==> config.mk <==
export PLATFORM = sky130hd
export DESIGN_NAME = alarm_timekeeper
export DESIGN_NICKNAME = d
export VERILOG_FILES = /design/src/rtl/alarm_pkg.sv /design/src/rtl/bcd_counter.sv /design/src/rtl/alarm_timekeeper.sv
export SDC_FILE = /design/constraint.sdc
export NUM_CORES = 1
export LEC_CHECK = 0
export ABC_AREA = 1
export ABC_CLOCK_PERIOD_IN_PS = 2900
export BUFFER_PORTS_ARGS = -buffer_cell sky130_fd_sc_hd__buf_2
export CAP_MARGIN = 20
export CORE_UTILIZATION = 33
export CTS_CLUSTER_DIAMETER = 100
export DETAILED_ROUTE_END_ITERATION = 10
export PLACE_DENSITY = 0.51
export SLEW_MARGIN = 20
export SYNTH_ARGS = -nofsm -noshare
export SYNTH_HDL_FRONTEND = slang
export SYNTH_SLANG_ARGS = --single-unit
==> constraint.sdc <==
create_clock -name clk -period 2.9 [get_ports clk]
set_input_delay 0.29 -clock clk [delete_from_list [all_inputs] [get_ports clk]]
set_output_delay 0.29 -clock clk [all_outputs]
set_load 0.05 [all_outputs]
==> src/rtl/alarm_pkg.sv <==
// Shared definitions for the alarm timekeeper: BCD limits, load-target
// encoding and the two-digit BCD helper functions.
package alarm_pkg;

    // Highest legal hours value (BCD)
    localparam logic [7:0] HH_MAX = 8'h23;
    // Highest legal minutes/seconds value (BCD)
    localparam logic [7:0] MS_MAX = 8'h59;

    // Meaning of set_sel
    typedef enum logic {
        SET_TIME  = 1'b0,
        SET_ALARM = 1'b1
    } set_sel_e;

    // True when both nibbles are decimal digits and the value is within max
    function automatic logic bcd_valid(input logic [7:0] v, input logic [7:0] max);
        return (v[7:4] <= 4'd9) && (v[3:0] <= 4'd9) && (v <= max);
    endfunction

    // Two-digit BCD increment that wraps to 00 after max
    function automatic logic [7:0] bcd_inc(input logic [7:0] v, input logic [7:0] max);
        if (v == max) begin
            return 8'h00;
        end else if (v[3:0] == 4'd9) begin
            return {v[7:4] + 4'd1, 4'h0};
        end else begin
            return {v[7:4], v[3:0] + 4'd1};
        end
    endfunction

endpackage

==> src/rtl/bcd_counter.sv <==
// Two-digit BCD counter with a configurable wrap value, synchronous load
// (load beats increment) and a carry-out asserted on the wrapping increment.
// The next value is exported so the parent can compare against it before
// the edge.
module bcd_counter
    import alarm_pkg::*;
#(
    parameter logic [7:0] MAX = 8'h59
) (
    input  logic       clk,
    input  logic       rst,
    input  logic       i_inc,
    input  logic       i_load,
    input  logic [7:0] i_load_val,
    output logic [7:0] o_q,
    output logic [7:0] o_q_next,
    output logic       o_carry
);

    logic [7:0] r_q;
    logic [7:0] w_q_next;

    // Next-value selection: load has priority over increment
    always_comb begin
        w_q_next = r_q;
        if (i_load) begin
            w_q_next = i_load_val;
        end else if (i_inc) begin
            w_q_next = bcd_inc(r_q, MAX);
        end
    end

    // Counter register
    always_ff @(posedge clk) begin
        if (rst) begin
            r_q <= 8'h00;
        end else begin
            r_q <= w_q_next;
        end
    end

    assign o_q      = r_q;
    assign o_q_next = w_q_next;
    assign o_carry  = i_inc && !i_load && (r_q == MAX);

endmodule

==> src/rtl/alarm_timekeeper.sv <==
// 24-hour BCD timekeeper with an alarm-match pulse.
// A prescaler produces one sec_tick every CLKS_PER_SEC cycles; three BCD
// counters chain ss -> mm -> hh. H is raised for the single cycle in which
// the outputs first show the alarm time with ss == 00. Loads are validated;
// a rejected load changes nothing and raises set_err for one cycle.
module alarm_timekeeper
    import alarm_pkg::*;
#(
    parameter int unsigned CLKS_PER_SEC = 10000000
) (
    input  logic       clk,
    input  logic       rst,
    input  logic       alarm_on,
    input  logic       set_en,
    input  logic       set_sel,
    input  logic [7:0] set_hh,
    input  logic [7:0] set_mm,
    output logic [7:0] hh,
    output logic [7:0] mm,
    output logic [7:0] ss,
    output logic       H,
    output logic       set_err
);

    localparam int unsigned PW = $clog2(CLKS_PER_SEC);
    localparam logic [PW-1:0] PRESC_LAST = PW'(CLKS_PER_SEC - 1);

    logic [PW-1:0] r_presc;
    logic [7:0]    r_alarm_hh;
    logic [7:0]    r_alarm_mm;
    logic          r_H;
    logic          r_set_err;

    logic       w_sec_tick;
    logic       w_tick;
    logic       w_set_valid;
    logic       w_load_time;
    logic       w_load_alarm;
    logic       w_match;
    set_sel_e   w_sel;

    logic [7:0] w_ss_q, w_mm_q, w_hh_q;
    logic [7:0] w_ss_next, w_mm_next, w_hh_next;
    logic       w_ss_carry, w_mm_carry;
    // Day rollover out of the hours digit has no consumer
    logic       w_unused_day_carry;

    assign w_sel        = set_sel_e'(set_sel);
    assign w_sec_tick   = (r_presc == PRESC_LAST);
    assign w_set_valid  = bcd_valid(set_hh, HH_MAX) && bcd_valid(set_mm, MS_MAX);
    assign w_load_time  = set_en && w_set_valid && (w_sel == SET_TIME);
    assign w_load_alarm = set_en && w_set_valid && (w_sel == SET_ALARM);
    // A time load discards a coincident tick
    assign w_tick       = w_sec_tick && !w_load_time;

    // Match against the time about to be shown; the alarm registers still
    // hold their pre-load value here, so a coincident alarm load is ignored.
    assign w_match = w_tick && alarm_on &&
                     (w_ss_next == 8'h00) &&
                     (w_mm_next == r_alarm_mm) &&
                     (w_hh_next == r_alarm_hh);

    // Prescaler: restarts after reset, after a time load, and after each tick
    always_ff @(posedge clk) begin
        if (rst) begin
            r_presc <= '0;
        end else if (w_load_time || w_sec_tick) begin
            r_presc <= '0;
        end else begin
            r_presc <= r_presc + PW'(1);
        end
    end

    bcd_counter #(.MAX(MS_MAX)) u_ss (
        .clk        (clk),
        .rst        (rst),
        .i_inc      (w_tick),
        .i_load     (w_load_time),
        .i_load_val (8'h00),
        .o_q        (w_ss_q),
        .o_q_next   (w_ss_next),
        .o_carry    (w_ss_carry)
    );

    bcd_counter #(.MAX(MS_MAX)) u_mm (
        .clk        (clk),
        .rst        (rst),
        .i_inc      (w_ss_carry),
        .i_load     (w_load_time),
        .i_load_val (set_mm),
        .o_q        (w_mm_q),
        .o_q_next   (w_mm_next),
        .o_carry    (w_mm_carry)
    );

    bcd_counter #(.MAX(HH_MAX)) u_hh (
        .clk        (clk),
        .rst        (rst),
        .i_inc      (w_mm_carry),
        .i_load     (w_load_time),
        .i_load_val (set_hh),
        .o_q        (w_hh_q),
        .o_q_next   (w_hh_next),
        .o_carry    (w_unused_day_carry)
    );

    // Alarm time registers, written only by a valid alarm load
    always_ff @(posedge clk) begin
        if (rst) begin
            r_alarm_hh <= 8'h00;
            r_alarm_mm <= 8'h00;
        end else if (w_load_alarm) begin
            r_alarm_hh <= set_hh;
            r_alarm_mm <= set_mm;
        end
    end

    // One-cycle H and set_err pulses, aligned with the updated outputs
    always_ff @(posedge clk) begin
        if (rst) begin
            r_H       <= 1'b0;
            r_set_err <= 1'b0;
        end else begin
            r_H       <= w_match;
            r_set_err <= set_en && !w_set_valid;
        end
    end

    assign hh      = w_hh_q;
    assign mm      = w_mm_q;
    assign ss      = w_ss_q;
    assign H       = r_H;
    assign set_err = r_set_err;

endmodule

* Word-level counts from Yosys, hierarchy flattened
Index checks and enable logic that the tools add are counted.
Word-level totals: register bits 66, input bits 21
Cells by class: $add $sub $neg 7, $lt $le $gt $ge 6, equal/unequal tests 9, multiplexer cells 12, bitwise gates (word level) 1, reductions and logical operators 23
Operators by type and width (count):
- 2-to-1 mux 8 bit | 12
- adder 24 x 1 -> 24 bit (second input constant) | 1
- adder 4 x 1 -> 4 bit (second input constant) | 6
- == test 24 bit (second input constant) | 1
- logical AND 1 bit | 18
- == test 8 x 7 -> 1 bit (second input constant) | 2
- == test 8 bit | 2
- less-or-equal comparator 4 bit (second input constant) | 4
- == test 4 bit (second input constant) | 3
- == test 8 x 6 -> 1 bit (second input constant) | 1
- less-or-equal comparator 8 x 6 -> 1 bit (second input constant) | 1
- less-or-equal comparator 8 x 7 -> 1 bit (second input constant) | 1
- zero test 8 bit | 1
- zero test 1 bit | 2
- OR reduction 2 bit | 1
- logical OR 1 bit | 1
- inverter 1 bit | 1

* Longest topological paths before layout
Gate-level depths: netlist of run 1.
word-level depth 16, gate-level depth with buffers 19, mapped depth without buffers 19

* Hierarchy
A second synthesis of run 1 with hierarchy kept.
Unflattened totals: cell total of the unflattened synthesis 640, area total of the unflattened synthesis 3995.1 µm²
By module, submodules not included:
- alarm_timekeeper | times used 1, cells each 370, area each 2314.7 µm², sequential area each 840.8 µm²
- bcd_counter at u_mm ... | times used 2, cells each 87, area each 551.8 µm², sequential area each 160.2 µm²
- bcd_counter at u_hh | times used 1, cells each 96, area each 576.8 µm², sequential area each 160.2 µm²

* Worst setup path before layout of run 1
Ideal clock, no wire load.
path kind flip-flop to flip-flop, start register u_ss.r_q[0] (netlist: u_ss.o_q[0]), end register r_H (netlist: H), library setup time 64 ps, arrival 2311 ps, required time 2836 ps, setup slack 525 ps, cell stages (with the launch flop) 14, buffers on the path 0, clock period less this slack 2375 ps, cell sequence dfxtp_1 > ha_1 > nand2_1 > nor2_4 > inv_2 > nor2_4 > inv_2 > o211ai_1 > nand4_1 > nand2_1 > nand3_1 > nor2_1 > nand3_1 > nor2_1
On the way: cells in the longest elaborated chain, start to end 9, elaborated cells between the ends (all ways) 20
RTL lines:
- start, declared | RTL line bcd_counter.sv:20 | logic [7:0] r_q;
- start signal, assigned | RTL line bcd_counter.sv:38 | r_q <= w_q_next;
- adder 4 x 1 -> 4 bit or == test 4 bit (tied branches) | RTL line alarm_pkg.sv:28, alarm_pkg.sv:25
- 2-to-1 mux 8 bit | RTL line alarm_pkg.sv:25 | end else if (v[3:0] == 4'd9) begin
- 2-to-1 mux 8 bit | RTL line alarm_pkg.sv:23 | if (v == max) begin
- 2-to-1 mux 8 bit | RTL line bcd_counter.sv:28 | end else if (i_inc) begin
- 2-to-1 mux 8 bit | RTL line bcd_counter.sv:26 | if (i_load) begin
- zero test 8 bit | RTL line alarm_timekeeper.sv:59 | (w_ss_next == 8'h00) &&
- logical AND 1 bit | RTL line alarm_timekeeper.sv:58 | assign w_match = w_tick && alarm_on &&
- logical AND 1 bit | RTL line alarm_timekeeper.sv:59
- logical AND 1 bit * | RTL line alarm_timekeeper.sv:60 | (w_mm_next == r_alarm_mm) &&
- end signal, assigned | RTL line alarm_timekeeper.sv:124 | r_H <= w_match;
- end, declared | RTL line alarm_timekeeper.sv:31 | logic r_H;
Mark *: on every way between the ends. The rest lies on a longest branch, timed or not. A chain may end at the register's enable or synchronous reset.

* Worst setup path in the final report of run 1
Same ends and word-level chain as after synthesis.

==> results of run 1 <==
-- metrics by stage --
| step | std cells | worst slack [ns] | power [mW] | area (sq um) |
|---|---|---|---|---|
| 2_1_floorplan | 625 | 0.525 | 0.987 | 4100 |
| 3_3_place_gp | 830 | 0.515 | 1.02 | 4530 |
| 3_5_place_dp | 830 | 0.464 | 1.02 | 4530 |
| 4_1_cts | 846 | 0.446 | 2.31 | 4890 |
| 5_1_grt | 846 | 0.131 | 2.37 | 4890 |
| 6_report | 846 | 0.456 | 2.29 | 4890 |
-- final timing paths --
kind	startpoint	end	slack [ns]	cells after the start
worst max-delay path	u_ss.o_q[0]$_SDFF_PP0_	H$_SDFF_PP0_	0.46	15
worst min-delay path	set_en	set_err$_SDFF_PP0_	0.22	3
worst max register to register	u_ss.o_q[0]$_SDFF_PP0_	H$_SDFF_PP0_	0.46	15
worst min register to register	r_presc[0]$_SDFF_PP0_	r_presc[0]$_SDFF_PP0_	0.45	1
-- state kept, by name (all words and copies together) (netlist names) --
| name | count |
|---|---|
| H | 1 |
| u_ss.o_q | 8 |
| r_alarm_mm | 8 |
| u_hh.o_q | 8 |
| r_alarm_hh | 8 |
| u_mm.o_q | 8 |
| r_presc | 24 |
| set_err | 1 |
-- power by group --
group          leakage (nW)  switching (mW)  internal (mW)
clock network         0.169           0.405          0.887
logic                  1.43          0.0539         0.0270
registers             0.532         0.00551          0.914
-- cells by family after synthesis --
kind of cell    Yosys count
fa+ha+maj                13
simple gates            374
buf+inv                  98
flops                    66
xor+xnor                 14
compound gates           60
-- per-layer routing --
| layer | wire [um] | GRT usage [%] | up-vias |
|---|---|---|---|
| li1 | - | - | 2101 |
| met5 | 0 | 0 | - |
| met3 | 514 | 3.99 | 10 |
| met1 | 5600 | 25.7 | 1757 |
| met2 | 4150 | 24.9 | 73 |
| met4 | 128 | 5.35 | 0 |
-- worst min-delay path, cell delays in order --
cell,delay (ns)
sky130_fd_sc_hd__buf_2,0.12
sky130_fd_sc_hd__nand2_1,0.06
sky130_fd_sc_hd__nor2_1,0.04
-- layout by cell type, fill, tap and decap left out, types with 6 or more instances in the layout --
| cell type | count |
|---|---|
| sky130_fd_sc_hd__clkbuf_16 | 9 |
| sky130_fd_sc_hd__dfxtp_1 | 66 |
| sky130_fd_sc_hd__ha_1 | 13 |
| sky130_fd_sc_hd__nor2_2 | 8 |
| sky130_fd_sc_hd__nand3b_1 | 8 |
| sky130_fd_sc_hd__nand2_1 | 150 |
| sky130_fd_sc_hd__xor2_1 | 10 |
| sky130_fd_sc_hd__nor2_1 | 83 |
| sky130_fd_sc_hd__nand4_1 | 16 |
| sky130_fd_sc_hd__nor3_1 | 16 |
| sky130_fd_sc_hd__nand3_1 | 56 |
| sky130_fd_sc_hd__a21oi_1 | 25 |
| sky130_fd_sc_hd__or2_2 | 6 |
| sky130_fd_sc_hd__buf_2 | 46 |
| sky130_fd_sc_hd__inv_1 | 77 |
| sky130_fd_sc_hd__o21ai_0 | 26 |
-- layout make-up --
class                      count  area, sq um  share of cell area [%]
clock buffer                  12          256                    5.25
multi-input combinational    461         2400                    49.2
inverter                      83          312                    6.37
clock inverter                 4         97.6                    2.00
sequential                    66         1320                    27.0
tap                          168          210                    4.30
timing repair buffer          52          288                    5.89
==> Flow_metrics.wiki, run 1 <==
{| class="wikitable"
! Metric !! Value
|-
| Final-report setup violation count || 0
|-
| Total wire length after detailed routing || 10,400 um
|-
| Sequential share of the synthesized area || 32.2%
|-
| Worst max-slew margin expressed relative to the limit || about 66%
|-
| Type of the most critical hold path || input port to flop
|-
| Simple logic cell fraction of the synthesized area || a little over two fifths
|-
| Number of placement rows || 40
|-
| Max-capacitance violation count || 0
|-
| Static leakage || 2.13 nW
|-
| Number of buffers and inverters on the critical path || 3
|-
| CTS tree || yes
|-
| GRT overflow || 0
|-
| Number of flops mapped to enable cells by yosys || 0
|-
| Final number of max-transition violations || 0
|-
| Final worst path period need || 2.44 ns
|-
| Number of global-route vias before repair || 3,613
|-
| Violation count after the first detailed-routing iteration || between 200 and 250
|-
| Routability-driven placement congestion ratio || 0.867
|-
| DR vias || just under 4k
|-
| Run status || complete, no violations
|-
| Total CTS buffers || 9
|-
| Clock skew || between 0.007 and 0.008 ns
|-
| Arrival time at the worst endpoint || 2.71 ns
|-
| Endpoint type of the worst setup path || flop
|-
| Dominant synthesized flop cell || sky130_fd_sc_hd__dfxtp_1
|-
| Floorplan die width || about 110 um
|-
| Post-detailed-placement half-perimeter wirelength || approximately 8000 um
|-
| Maximum buffer depth of the clock tree || 2
|-
| Share of cell area taken by muxes after synthesis || 0%
|-
| Cell-by-cell listing of the critical path || ha_1 > nand2_1 > nor2_4 > inv_2 > nor2_4 > inv_2 > o211ai_1 > o21ai_0 > inv_1 > nand2_1 > nor2_1 > nand3_1 > nor2_1 > nand3_1 > nor2_1
|-
| Path type of the worst setup path || flop to flop
|-
| Master of the slowest instance on the critical path || sky130_fd_sc_hd__dfxtp_1
|-
| Actual transition at the worst max-transition pin || 0.509 ns
|-
| Clock tree sinks || 66
|-
| Number of diodes || 0
|-
| Total Die Area || 12,900 sq um
|-
| Starting density of the core || approximately 34%
|-
| Total I/O pin count || 47
|-
| Routed length per placed instance || ~12 um
|-
| Pin count of the biggest net entering global routing || 41
|-
| Worst setup SP type || flop
|-
| Maximum ir drop on the vdd rail || between 0.2 and 0.3 mV
|-
| Average instance area after synthesis || about 6.6 sq um
|-
| Antenna violations before repair || 0
|-
| Power density over the cells || approximately 470 nW/um^2
|-
| DRT Pass-1 Iters || 4
|-
| Synth Warn # || 0
|-
| Delay of the slowest cell on the worst path || 0.44 ns
|-
| RSZ-0062 raised after global routing || no
|-
| Total core area || 12,100 sq um
|-
| Global-route wire length before repair || between 15,000 and 20,000 um
|-
| Remaining routing DRC violations || 0
|-
| Main combinational cell family by area after synthesis || simple AND/OR/NAND/NOR gates
|-
| Total negative setup slack || 0 ns
|-
| Dominant cells by area after synthesis || sky130_fd_sc_hd__dfxtp_1 (32%), sky130_fd_sc_hd__nand2_1 (14%), sky130_fd_sc_hd__nor2_1 (7.6%)
|-
| Antenna Nets Post-Route || 0
|-
| Layout-stage area growth over the synthesis result || 19.2%
|-
| Critical Path Fanout Max || 9
|-
| Clock slew at the register clock pins of the worst setup and hold paths || approximately 0.05 ns
|-
| Biggest area consumer among synthesized cells || sky130_fd_sc_hd__dfxtp_1
|-
| Final hold vios || 0
|-
| Gates resized, CTS repair || 0
|-
| Cell with the most instances after synthesis || sky130_fd_sc_hd__nand2_1
|-
| XOR/XNOR Fraction of Synth Area || under 10%
|-
| Register bit total from synthesis || 66
|-
| Count of filler cells inserted in the layout || 1,276
|-
| Cell variety after synth || 38
|-
| Synth cell count leaders || sky130_fd_sc_hd__nand2_1 (150), sky130_fd_sc_hd__nor2_1 (83), sky130_fd_sc_hd__inv_1 (77)
|-
| Fin crit share || a little over four fifths
|-
| Most Frequent Cell on Critical Path || sky130_fd_sc_hd__nor2_1
|-
| Hold buffer count at cts || 0
|-
| Fmax achieved || approximately 410 MHz
|-
| Required arrival time at the worst endpoint || between 3 and 4 ns
|-
| Root Buffer Master || sky130_fd_sc_hd__clkbuf_16
|-
| Share of layout cells above drive strength 1 || between 10% and 20%
|-
| Synthesized-area fraction occupied by adder cells || just under 4%
|-
| GRT Resource Usage Total || 17.4%
|-
| Top delay family on crit path || simple AND/OR/NAND/NOR gates
|-
| Count of buffers added by post-CTS timing repair for setup || 0
|-
| Cell count after synthesis || around 630
|-
| Combined area of all synthesized cells || between 4000 and 5000 sq um
|-
| Hold Worst Slack || around 0.22 ns
|-
| Die extent in y || ~110 um
|-
| Net Count, Synth || about 660
|-
| Final nets || 707
|-
| Post-synthesis compound-gate area fraction || under 10%
|-
| Source-to-sink clock delay at the later pin of the worst-skew pair || 0.34 ns
|-
| Utilization after layout || between 40 and 50%
|-
| Share of async-settable or async-resettable flops after synthesis || 0%
|-
| Maximum level of the CTS H-tree || 3
|-
| Number of vias per cell || roughly 4.7
|-
| Total of buffers placed on input and output ports || between 40 and 50
|-
| Area share of the largest cell type after synthesis || 32.2%
|}
Note: power is estimated with default switching activity, not from simulation.
==> inputs of run 2 (changes only) <==
--- a/config.mk
+++ b/config.mk
@@ -5,8 +5,8 @@
 export SDC_FILE = /design/constraint.sdc
 export NUM_CORES = 1
 export LEC_CHECK = 0
-export ABC_AREA = 1
-export ABC_CLOCK_PERIOD_IN_PS = 2900
+export ABC_AREA = 0
+export ABC_CLOCK_PERIOD_IN_PS = 2310
 export BUFFER_PORTS_ARGS = -buffer_cell sky130_fd_sc_hd__buf_2
 export CAP_MARGIN = 20
 export CORE_UTILIZATION = 33
==> constraint.sdc (replaced) <==
create_clock -name clk -period 2.31 [get_ports clk]
set_input_delay 0.231 -clock clk [delete_from_list [all_inputs] [get_ports clk]]
set_output_delay 0.231 -clock clk [all_outputs]
set_load 0.05 [all_outputs]
==> run 2 against run 1 <==
  * The run now ends with setup timing left
  * Largest cell class unchanged
  * Critical path depth shrank 7
  * Worst hold slack lost 0.058 ns
  * Cell count shrank 8.4%
  * Via count grew 1.2%
==> Flow_metrics.wiki, run 2 <==
{| class="wikitable"
! Metric !! Value
|-
| Run status || finished with violations (was complete, no violations)
|-
| Violations in the final reports || setup timing
|-
| Fmax achieved || 336 MHz (was 409 MHz)
|-
| Reg-to-Reg Start || r_presc[7]$_SDFF_PP0_ (was u_ss.o_q[0]$_SDFF_PP0_)
|-
| Total wire length after detailed routing || 11,400 um (was 10,400 um)
|-
| Number of diodes || 0 (unchanged)
|-
| Combined area of all synthesized cells || 3750 sq um (was 4100 sq um)
|-
| Final number of max-transition violations || 0 (unchanged)
|-
| Capture instance of the worst register-to-register path || H$_SDFF_PP0_ (unchanged)
|-
| Count of filler cells inserted in the layout || 1,064 (was 1,276)
|-
| Inst Count DP || 756 (was 830)
|-
| Net Count, Synth || 496 (was 659)
|-
| Worst setup SP type || flop (unchanged)
|-
| Layout-stage area growth over the synthesis result || 50.2% (was 19.2%)
|-
| Register bit total from synthesis || 66 (unchanged)
|-
| Clock tree sinks || 66 (unchanged)
|-
| Floorplan die width || 109 um (was 114 um)
|-
| Final hold vios || 0 (unchanged)
|-
| Antenna violations before repair || 0 (unchanged)
|-
| Total negative setup slack || -3.59 ns (was 0 ns)
|-
| Cells on worst reg2reg path || 8 (was 15)
|-
| Routing layer with the top usage in global route || met2 (was met1)
|-
| Area of the multi-input gates || 2490 sq um (was 2400 sq um)
|-
| Combined flip-flop and latch cell area || 1330 sq um (was 1320 sq um)
|-
| Actual transition at the worst max-transition pin || 0.420 ns (was 0.509 ns)
|-
| Pin count of the biggest net entering global routing || 35 (was 41)
|-
| Synth Warn # || 0 (unchanged)
|-
| Top library cells by usage in the layout, fill and taps aside || sky130_fd_sc_hd__buf_4 (128), sky130_fd_sc_hd__nor2_1 (73), sky130_fd_sc_hd__dfxtp_1 (61) (was sky130_fd_sc_hd__nand2_1 (150), sky130_fd_sc_hd__nor2_1 (83), sky130_fd_sc_hd__inv_1 (77))
|-
| Required arrival time at the worst endpoint || 2.55 ns (was 3.17 ns)
|-
| Utilization after layout || 51.3% (was 40.5%)
|-
| Source-to-sink clock delay at the later pin of the worst-skew pair || 0.34 ns (about the same)
|-
| Dominant synthesized flop cell || sky130_fd_sc_hd__dfxtp_1 (unchanged)
|-
| Worst max-slew margin expressed relative to the limit || 71.3% (was 66.0%)
|-
| Number of global-route vias before repair || 3,942 (was 3,613)
|-
| Power density over the cells || 466 nW/um^2 (was 469 nW/um^2)
|-
| Number of vias per cell || 5.15 (was 4.66)
|-
| Share of async-settable or async-resettable flops after synthesis || 0% (unchanged)
|-
| Source of the critical timing path || r_presc[7]$_SDFF_PP0_ (was u_ss.o_q[0]$_SDFF_PP0_)
|-
| Type of the most critical hold path || input port to flop (unchanged)
|-
| Global-route wire length before repair || 18,400 um (was 17,800 um)
|-
| Sequential share of the synthesized area || 35.2% (was 32.2%)
|-
| Pre-CTS setup slack || -0.798 ns (was 0.464 ns)
|-
| GRT Resource Usage Total || 20.5% (was 17.4%)
|-
| Cell variety after synth || 63 (was 38)
|-
| End of the critical path || H$_SDFF_PP0_ (unchanged)
|-
| Total of buffers placed on input and output ports || 46 (unchanged)
|-
| Final nets || 665 (was 707)
|-
| Final cell count without fillers || 775 (was 846)
|-
| Total Die Area || 11,800 sq um (was 12,900 sq um)
|-
| Cell with the most instances after synthesis || sky130_fd_sc_hd__nor2_1 (was sky130_fd_sc_hd__nand2_1)
|-
| Final-report setup violation count || 12 (was 0)
|-
| Worst setup margin || -0.664 ns (was 0.456 ns)
|-
| Met3 Usage GRT || 4.06% (was 3.99%)
|-
| Dominant cells by area after synthesis || sky130_fd_sc_hd__dfxtp_1 (35%), sky130_fd_sc_hd__nor2_1 (7.6%), sky130_fd_sc_hd__mux2i_1 (4.5%) (was sky130_fd_sc_hd__dfxtp_1 (32%), sky130_fd_sc_hd__nand2_1 (14%), sky130_fd_sc_hd__nor2_1 (7.6%))
|-
| Number of placement rows || 38 (was 40)
|-
| Antenna Nets Post-Route || 0 (unchanged)
|-
| Most frequent standard cell in the layout excluding fill and tap cells || sky130_fd_sc_hd__buf_4 (was sky130_fd_sc_hd__nand2_1)
|-
| Average instance area after synthesis || 8.12 sq um (was 6.56 sq um)
|-
| Synth cell count leaders || sky130_fd_sc_hd__nor2_1 (76), sky130_fd_sc_hd__dfxtp_1 (66), sky130_fd_sc_hd__nand2_1 (33) (was sky130_fd_sc_hd__nand2_1 (150), sky130_fd_sc_hd__nor2_1 (83), sky130_fd_sc_hd__inv_1 (77))
|-
| Maximum level of the CTS H-tree || 3 (unchanged)
|-
| Root Buffer Master || sky130_fd_sc_hd__clkbuf_16 (unchanged)
|-
| Maximum buffer depth of the clock tree || 2 (unchanged)
|-
| Pwr Total || 2.63 mW (was 2.29 mW)
|-
| Routability-driven placement congestion ratio || 0.897 (was 0.867)
|-
| Total I/O pin count || 47 (unchanged)
|-
| Met1 Track Usage GR || 25.3% (was 25.7%)
|-
| Setup slack on the worst flop-to-flop path || -0.66 ns (was 0.46 ns)
|-
| Path type of the worst setup path || flop to flop (unchanged)
|-
| Violation count after the first detailed-routing iteration || 155 (was 233)
|-
| Routed length per placed instance || 14.8 um (was 12.3 um)
|-
| Arrival time at the worst endpoint || 3.22 ns (was 2.71 ns)
|-
| Die extent in y || 109 um (was 114 um)
|-
| Static leakage || 2.42 nW (was 2.13 nW)
|-
| Number of flops mapped to enable cells by yosys || 0 (unchanged)
|-
| Clock slew at the register clock pins of the worst setup and hold paths || 0.05 ns (about the same)
|-
| Post-detailed-placement half-perimeter wirelength || 8760 um (was 7900 um)
|-
| Final worst path period need || 2.97 ns (was 2.44 ns)
|-
| Critical Path Fanout Max || 6 (was 9)
|-
| Endpoint type of the worst setup path || flop (unchanged)
|-
| Total CTS buffers || 9 (unchanged)
|-
| GRT overflow || 0 (unchanged)
|-
| DRT Pass-1 Iters || 4 (unchanged)
|-
| Origin of the worst min-delay path || set_mm[4] (was set_en)
|-
| Max FFs per register || 24 (unchanged)
|-
| Area share of the largest cell type after synthesis || 35.2% (was 32.2%)
|-
| RSZ-0062 raised after global routing || yes (was no)
|-
| Maximum ir drop on the vdd rail || 0.345 mV (was 0.270 mV)
|-
| Share of layout cells above drive strength 1 || 38.4% (was 16.2%)
|-
| DR vias || 3,989 (was 3,941)
|-
| Total core area || 11,000 sq um (was 12,100 sq um)
|-
| Biggest area consumer among synthesized cells || sky130_fd_sc_hd__dfxtp_1 (unchanged)
|-
| Remaining routing DRC violations || 0 (unchanged)
|-
| Met2 routing resource usage after global routing || 34.5% (was 24.9%)
|-
| Largest reg by FF count || r_presc (unchanged)
|-
| Starting density of the core || 34.2% (was 34.0%)
|-
| Fin crit share || 129% (was 84.3%)
|-
| Max-capacitance violation count || 0 (unchanged)
|-
| Clock skew || 0.00341 ns (was 0.00773 ns)
|-
| Cell count after synthesis || 462 (was 625)
|-
| CTS tree || yes (unchanged)
|}
-- run 2: changes by cell type after synthesis, moves of 8 or more --
cell / change
sky130_fd_sc_hd__o21ai_0: -12
sky130_fd_sc_hd__a21oi_1: -9
sky130_fd_sc_hd__nor2_2: -8
sky130_fd_sc_hd__a211oi_1: +8
sky130_fd_sc_hd__xnor2_1: +12
sky130_fd_sc_hd__mux2i_1: +17
sky130_fd_sc_hd__nand3_1: -39
sky130_fd_sc_hd__nand2_1: -117
sky130_fd_sc_hd__xor2_1: +8
sky130_fd_sc_hd__clkbuf_1: +8
sky130_fd_sc_hd__and3_1: +8
sky130_fd_sc_hd__inv_1: -63
-- run 2: kinds of logic after synthesis --
group	count (synthesis)	synth area share, %
multiplexers	19	5.13
XOR/XNOR	34	7.93
flip-flops	66	35.2
adder cells (fa/ha/maj)	13	4.33
AO/OA/AOI/OAI	76	13.9
AND/OR/NAND/NOR	216	29.4
buffers and inverters	38	4.07
-- run 2: worst min path at each step --
stage	cells after the start	slack [ns]	endpoint
6_report	3	0.16	r_alarm_mm[4]$_SDFFE_PP0P_
5_1_grt	2	0.18	set_err$_SDFF_PP0_
4_1_cts	3	0.15	r_alarm_hh[0]$_SDFFE_PP0P_
3_5_place_dp	1	0.50	r_alarm_hh[7]$_SDFFE_PP0P_
3_3_place_gp	3	0.48	r_alarm_mm[4]$_SDFFE_PP0P_
2_1_floorplan	2	0.37	u_mm.o_q[1]$_SDFF_PP0_
-- run 2: report_power, final --
part,switching [mW],internal [mW],total [mW],leakage (nW)
Combinational,0.0721,0.0603,0.132,1.74
Clock,0.488,0.855,1.34,0.142
Sequential,0.00463,1.15,1.15,0.535
Total,0.565,2.06,2.63,2.42
-- run 2: repair_timing --
item,in CTS,in global routing
buffers inserted,1,5
pin swaps,5,14
hold buffers,0,0
endpoints found under the setup margin,35,44
resized for setup,19,22
cloned,0,0
-- run 2: worst max-delay path, cell delays in order, from the launching register on --
cell and delay, ns:
sky130_fd_sc_hd__dfxtp_2 0.32, sky130_fd_sc_hd__or4_4 0.52, sky130_fd_sc_hd__or4_4 0.59, sky130_fd_sc_hd__or3_4 0.39, sky130_fd_sc_hd__nor3_4 0.20, sky130_fd_sc_hd__mux2i_1 0.22, sky130_fd_sc_hd__o21ai_1 0.07, sky130_fd_sc_hd__a2111o_1 0.32
sky130_fd_sc_hd__nor4_2 0.26
-- run 2: metal layers --
layer  wire (um)  up-vias  part of all wire [%]
met5           0        -                     0
met4         271        0                   2.4
met3         486       19                   4.2
met2        5410       73                    47
met1        5280     1905                    46
li1            -     1992                     -
-- run 2: cell type report --
type | count | share of cell area (%)
sequential | 66 | 23.6
multi-input combinational | 358 | 44.2
inverter | 14 | 0.932
timing repair buffer | 182 | 23.1
clock buffer | 12 | 4.37
clock inverter | 3 | 0.710
tap | 140 | 3.11
-- run 2: metrics by stage --
step	cell area (sq um)	hold WS (ns)
final	5640	0.161
after global routing	5640	0.183
after CTS	5510	0.147
after detailed placement	5130	0.497
after global placement	5130	0.478
after floorplan	3820	0.367
==> inputs of run 3 (changes only) <==
--- a/config.mk
+++ b/config.mk
@@ -13,6 +13,7 @@
 export CTS_CLUSTER_DIAMETER = 100
 export DETAILED_ROUTE_END_ITERATION = 10
 export PLACE_DENSITY = 0.51
+export SKIP_CTS_REPAIR_TIMING = 1
 export SLEW_MARGIN = 20
 export SYNTH_ARGS = -nofsm -noshare
 export SYNTH_HDL_FRONTEND = slang
==> constraint.sdc (replaced) <==
create_clock -name clk -period 2.31 [get_ports clk]
set_input_delay 0 -clock clk [delete_from_list [all_inputs] [get_ports clk]]
set_output_delay 0 -clock clk [all_outputs]
set_load 0.05 [all_outputs]
==> run 3 against run 2 <==
  * The flow finishes with violations (hold timing, setup timing)
  * Power rose by 6.6%
  * Non-clock buffer count grew 1
  * First-iteration DRC count is 1.3% higher
  * Wire length rose by 2.4%
  * Worst setup slack gained 0.016 ns
  * Via count shrank 0.75%
  * Worst hold slack lost 0.18 ns
  * Cell area increased by 0.49%
  * Sequential share of layout area decreased by 0.11 points
  * Combinational power up 5%
==> Flow_metrics.wiki, run 3 (synthesis gave the netlist of run 2 again) <==
{| class="wikitable"
! Metric !! Value
|-
| Max-capacitance violation count || 0 (unchanged)
|-
| Top delay family on crit path || simple AND/OR/NAND/NOR gates (unchanged)
|-
| Source of the critical timing path || r_presc[7]$_SDFF_PP0_ (unchanged)
|-
| Static leakage || 2.39 nW (was 2.42 nW)
|-
| Power density over the cells || 494 nW/um^2 (was 466 nW/um^2)
|-
| Number of global-route vias before repair || 3,768 (was 3,942)
|-
| Run status || finished with violations (unchanged)
|-
| Antenna violations before repair || 0 (unchanged)
|-
| Fin area || 5660 sq um (was 5640 sq um)
|-
| Total length of routed met3 wires || 486 um (unchanged)
|-
| Top library cells by usage in the layout, fill and taps aside || sky130_fd_sc_hd__buf_4 (119), sky130_fd_sc_hd__nor2_1 (73), sky130_fd_sc_hd__dfxtp_1 (61) (was sky130_fd_sc_hd__buf_4 (128), sky130_fd_sc_hd__nor2_1 (73), sky130_fd_sc_hd__dfxtp_1 (61))
|-
| Post-detailed-placement half-perimeter wirelength || 8880 um (was 8760 um)
|-
| Remaining routing DRC violations || 0 (unchanged)
|-
| Total wire length after detailed routing || 11,700 um (was 11,400 um)
|-
| Endpoint type of the worst setup path || flop (unchanged)
|-
| Total negative setup slack || -3.60 ns (was -3.59 ns)
|-
| Number of buffers and inverters on the critical path || 1 (was 0)
|-
| GRT Resource Usage Total || 20.7% (was 20.5%)
|-
| Post-route met1 wirelength || 5350 um (was 5280 um)
|-
| Pin count of the biggest net entering global routing || 35 (unchanged)
|-
| Top routing layer in use || met4 (unchanged)
|-
| Total Die Area || 11,800 sq um (unchanged)
|-
| Antenna Nets Post-Route || 0 (unchanged)
|-
| Worst setup margin || -0.648 ns (was -0.664 ns)
|-
| Worst setup SP type || flop (unchanged)
|-
| Maximum level of the CTS H-tree || 3 (unchanged)
|-
| Starting density of the core || 34.2% (unchanged)
|-
| Cell-by-cell listing of the critical path || or4_4 > or4_4 > buf_6 > nor3_4 > mux2i_2 > and3_1 > a2111oi_2 > nand4_1 > nor4_2 (was or4_4 > or4_4 > or3_4 > nor3_4 > mux2i_1 > o21ai_1 > a2111o_1 > nor4_2)
|-
| Path type of the worst setup path || flop to flop (unchanged)
|-
| Origin of the worst min-delay path || set_mm[2] (was set_mm[4])
|-
| Actual transition at the worst max-transition pin || 0.432 ns (was 0.420 ns)
|-
| Routed length per placed instance || 15.1 um (was 14.8 um)
|-
| Violation count after the first detailed-routing iteration || 157 (was 155)
|-
| Max FFs per register || 24 (unchanged)
|-
| GRT overflow || 0 (unchanged)
|-
| Met2 WL post-DR || 5720 um (was 5410 um)
|-
| Hold Worst Slack || -0.0170 ns (was 0.161 ns)
|-
| Final hold vios || 1 (was 0)
|-
| Global-route wire length before repair || 18,800 um (was 18,400 um)
|-
| Total CTS buffers || 9 (unchanged)
|-
| Final number of max-transition violations || 0 (unchanged)
|-
| Violations in the final reports || hold timing, setup timing (was setup timing)
|-
| Layout-stage area growth over the synthesis result || 50.9% (was 50.2%)
|-
| Final worst path period need || 2.96 ns (was 2.97 ns)
|-
| Reg-to-Reg Start || r_presc[7]$_SDFF_PP0_ (unchanged)
|-
| Pwr Total || 2.80 mW (was 2.63 mW)
|-
| Number of placement rows || 38 (unchanged)
|-
| Master of the slowest instance on the critical path || sky130_fd_sc_hd__or4_4 (unchanged)
|-
| Clock slew at the register clock pins of the worst setup and hold paths || 0.06 ns (was 0.05 ns)
|-
| Maximum ir drop on the vdd rail || 0.342 mV (was 0.345 mV)
|-
| Worst max-slew margin expressed relative to the limit || 71.2% (was 71.3%)
|-
| CTS tree || yes (unchanged)
|-
| Required arrival time at the worst endpoint || 2.55 ns (about the same)
|-
| Pre-CTS setup slack || -0.797 ns (was -0.798 ns)
|-
| Number of diodes || 0 (unchanged)
|-
| Total of buffers placed on input and output ports || 46 (unchanged)
|-
| Delay of the slowest cell on the worst path || 0.58 ns (was 0.59 ns)
|-
| Share of layout cells above drive strength 1 || 36.3% (was 38.4%)
|-
| Most Frequent Cell on Critical Path || sky130_fd_sc_hd__or4_4 (unchanged)
|-
| Fmax achieved || 338 MHz (was 336 MHz)
|-
| Root Buffer Master || sky130_fd_sc_hd__clkbuf_16 (unchanged)
|-
| Fin crit share || 128% (was 129%)
|-
| Largest reg by FF count || r_presc (unchanged)
|-
| DRT Pass-1 Iters || 4 (unchanged)
|-
| Maximum buffer depth of the clock tree || 2 (unchanged)
|-
| Clock tree sinks || 66 (unchanged)
|-
| Arrival time at the worst endpoint || 3.20 ns (was 3.22 ns)
|-
| Total I/O pin count || 47 (unchanged)
|-
| Floorplan die width || 109 um (unchanged)
|-
| Final-report setup violation count || 12 (unchanged)
|-
| Total core area || 11,000 sq um (unchanged)
|-
| Die extent in y || 109 um (unchanged)
|-
| RSZ-0062 raised after global routing || yes (unchanged)
|-
| DR vias || 3,959 (was 3,989)
|-
| Number of vias per cell || 5.10 (was 5.15)
|-
| Final nets || 666 (was 665)
|-
| Most frequent standard cell in the layout excluding fill and tap cells || sky130_fd_sc_hd__buf_4 (unchanged)
|-
| Critical Path Fanout Max || 5 (was 6)
|-
| Type of the most critical hold path || input port to flop (unchanged)
|-
| Clock skew || 0.0108 ns (was 0.00341 ns)
|-
| Post-DP Area || 5080 sq um (was 5130 sq um)
|-
| Routability-driven placement congestion ratio || 0.913 (was 0.897)
|-
| Source-to-sink clock delay at the later pin of the worst-skew pair || 0.33 ns (was 0.34 ns)
|}
## run 3: cell types whose count changed in the layout (fill, tap and decap cells not counted), sizes merged
cell         before  now
clkbuf           12   10
dlygate4sd3       0   11
buf             182  172
bufinv            1    2
clkinv            2    3
clkinvlp          0    1
## run 3: per-stage QoR
| step | instances | utilization [%] | hold slack, ns |
|---|---|---|---|
| floorplan | 462 | - | 0.136 |
| global placement | 750 | 46.3 | 0.248 |
| detailed placement | 750 | 46.3 | 0.259 |
| CTS | 766 | 49.3 | -0.0900 |
| global route | 777 | 51.6 | 0.00608 |
| finish | 777 | 51.6 | -0.0170 |
## run 3: path summary, 6_finish.rpt
path | slack (ns) | end | cells past startpoint
setup / recovery | -0.65 | H$_SDFF_PP0_ | 9
hold / removal | -0.02 | u_mm.o_q[2]$_SDFF_PP0_ | 3
setup reg to reg | -0.65 | H$_SDFF_PP0_ | 9
hold reg to reg | 0.50 | r_alarm_hh[7]$_SDFFE_PP0P_ | 1
## run 3: metal layers
layer	global-route usage (%)	vias up
li1	-	1998
met3	4.60	12
met4	5.41	0
met5	0	-
met2	35.1	86
met1	26.4	1863
## run 3: worst min-delay path, stage by stage
cell                       delay (ns)
sky130_fd_sc_hd__buf_2           0.11
sky130_fd_sc_hd__nor2_1          0.09
sky130_fd_sc_hd__a211oi_1        0.05
## run 3: area by class of cell
class                           instances  area [sq um]
Tap cell                              140           175
Inverter                               14          52.6
Sequential cell                        66          1330
Clock buffer                           10           239
Clock inverter                          6          90.1
Fill cell                            1046          5320
Timing Repair Buffer                  183          1330
Multi-Input combinational cell        358          2450
## run 3: power by group
part           switching, mW  internal, mW  total, mW
logic                 0.0744        0.0651      0.139
clock network          0.534         0.976       1.51
registers            0.00445          1.15       1.15
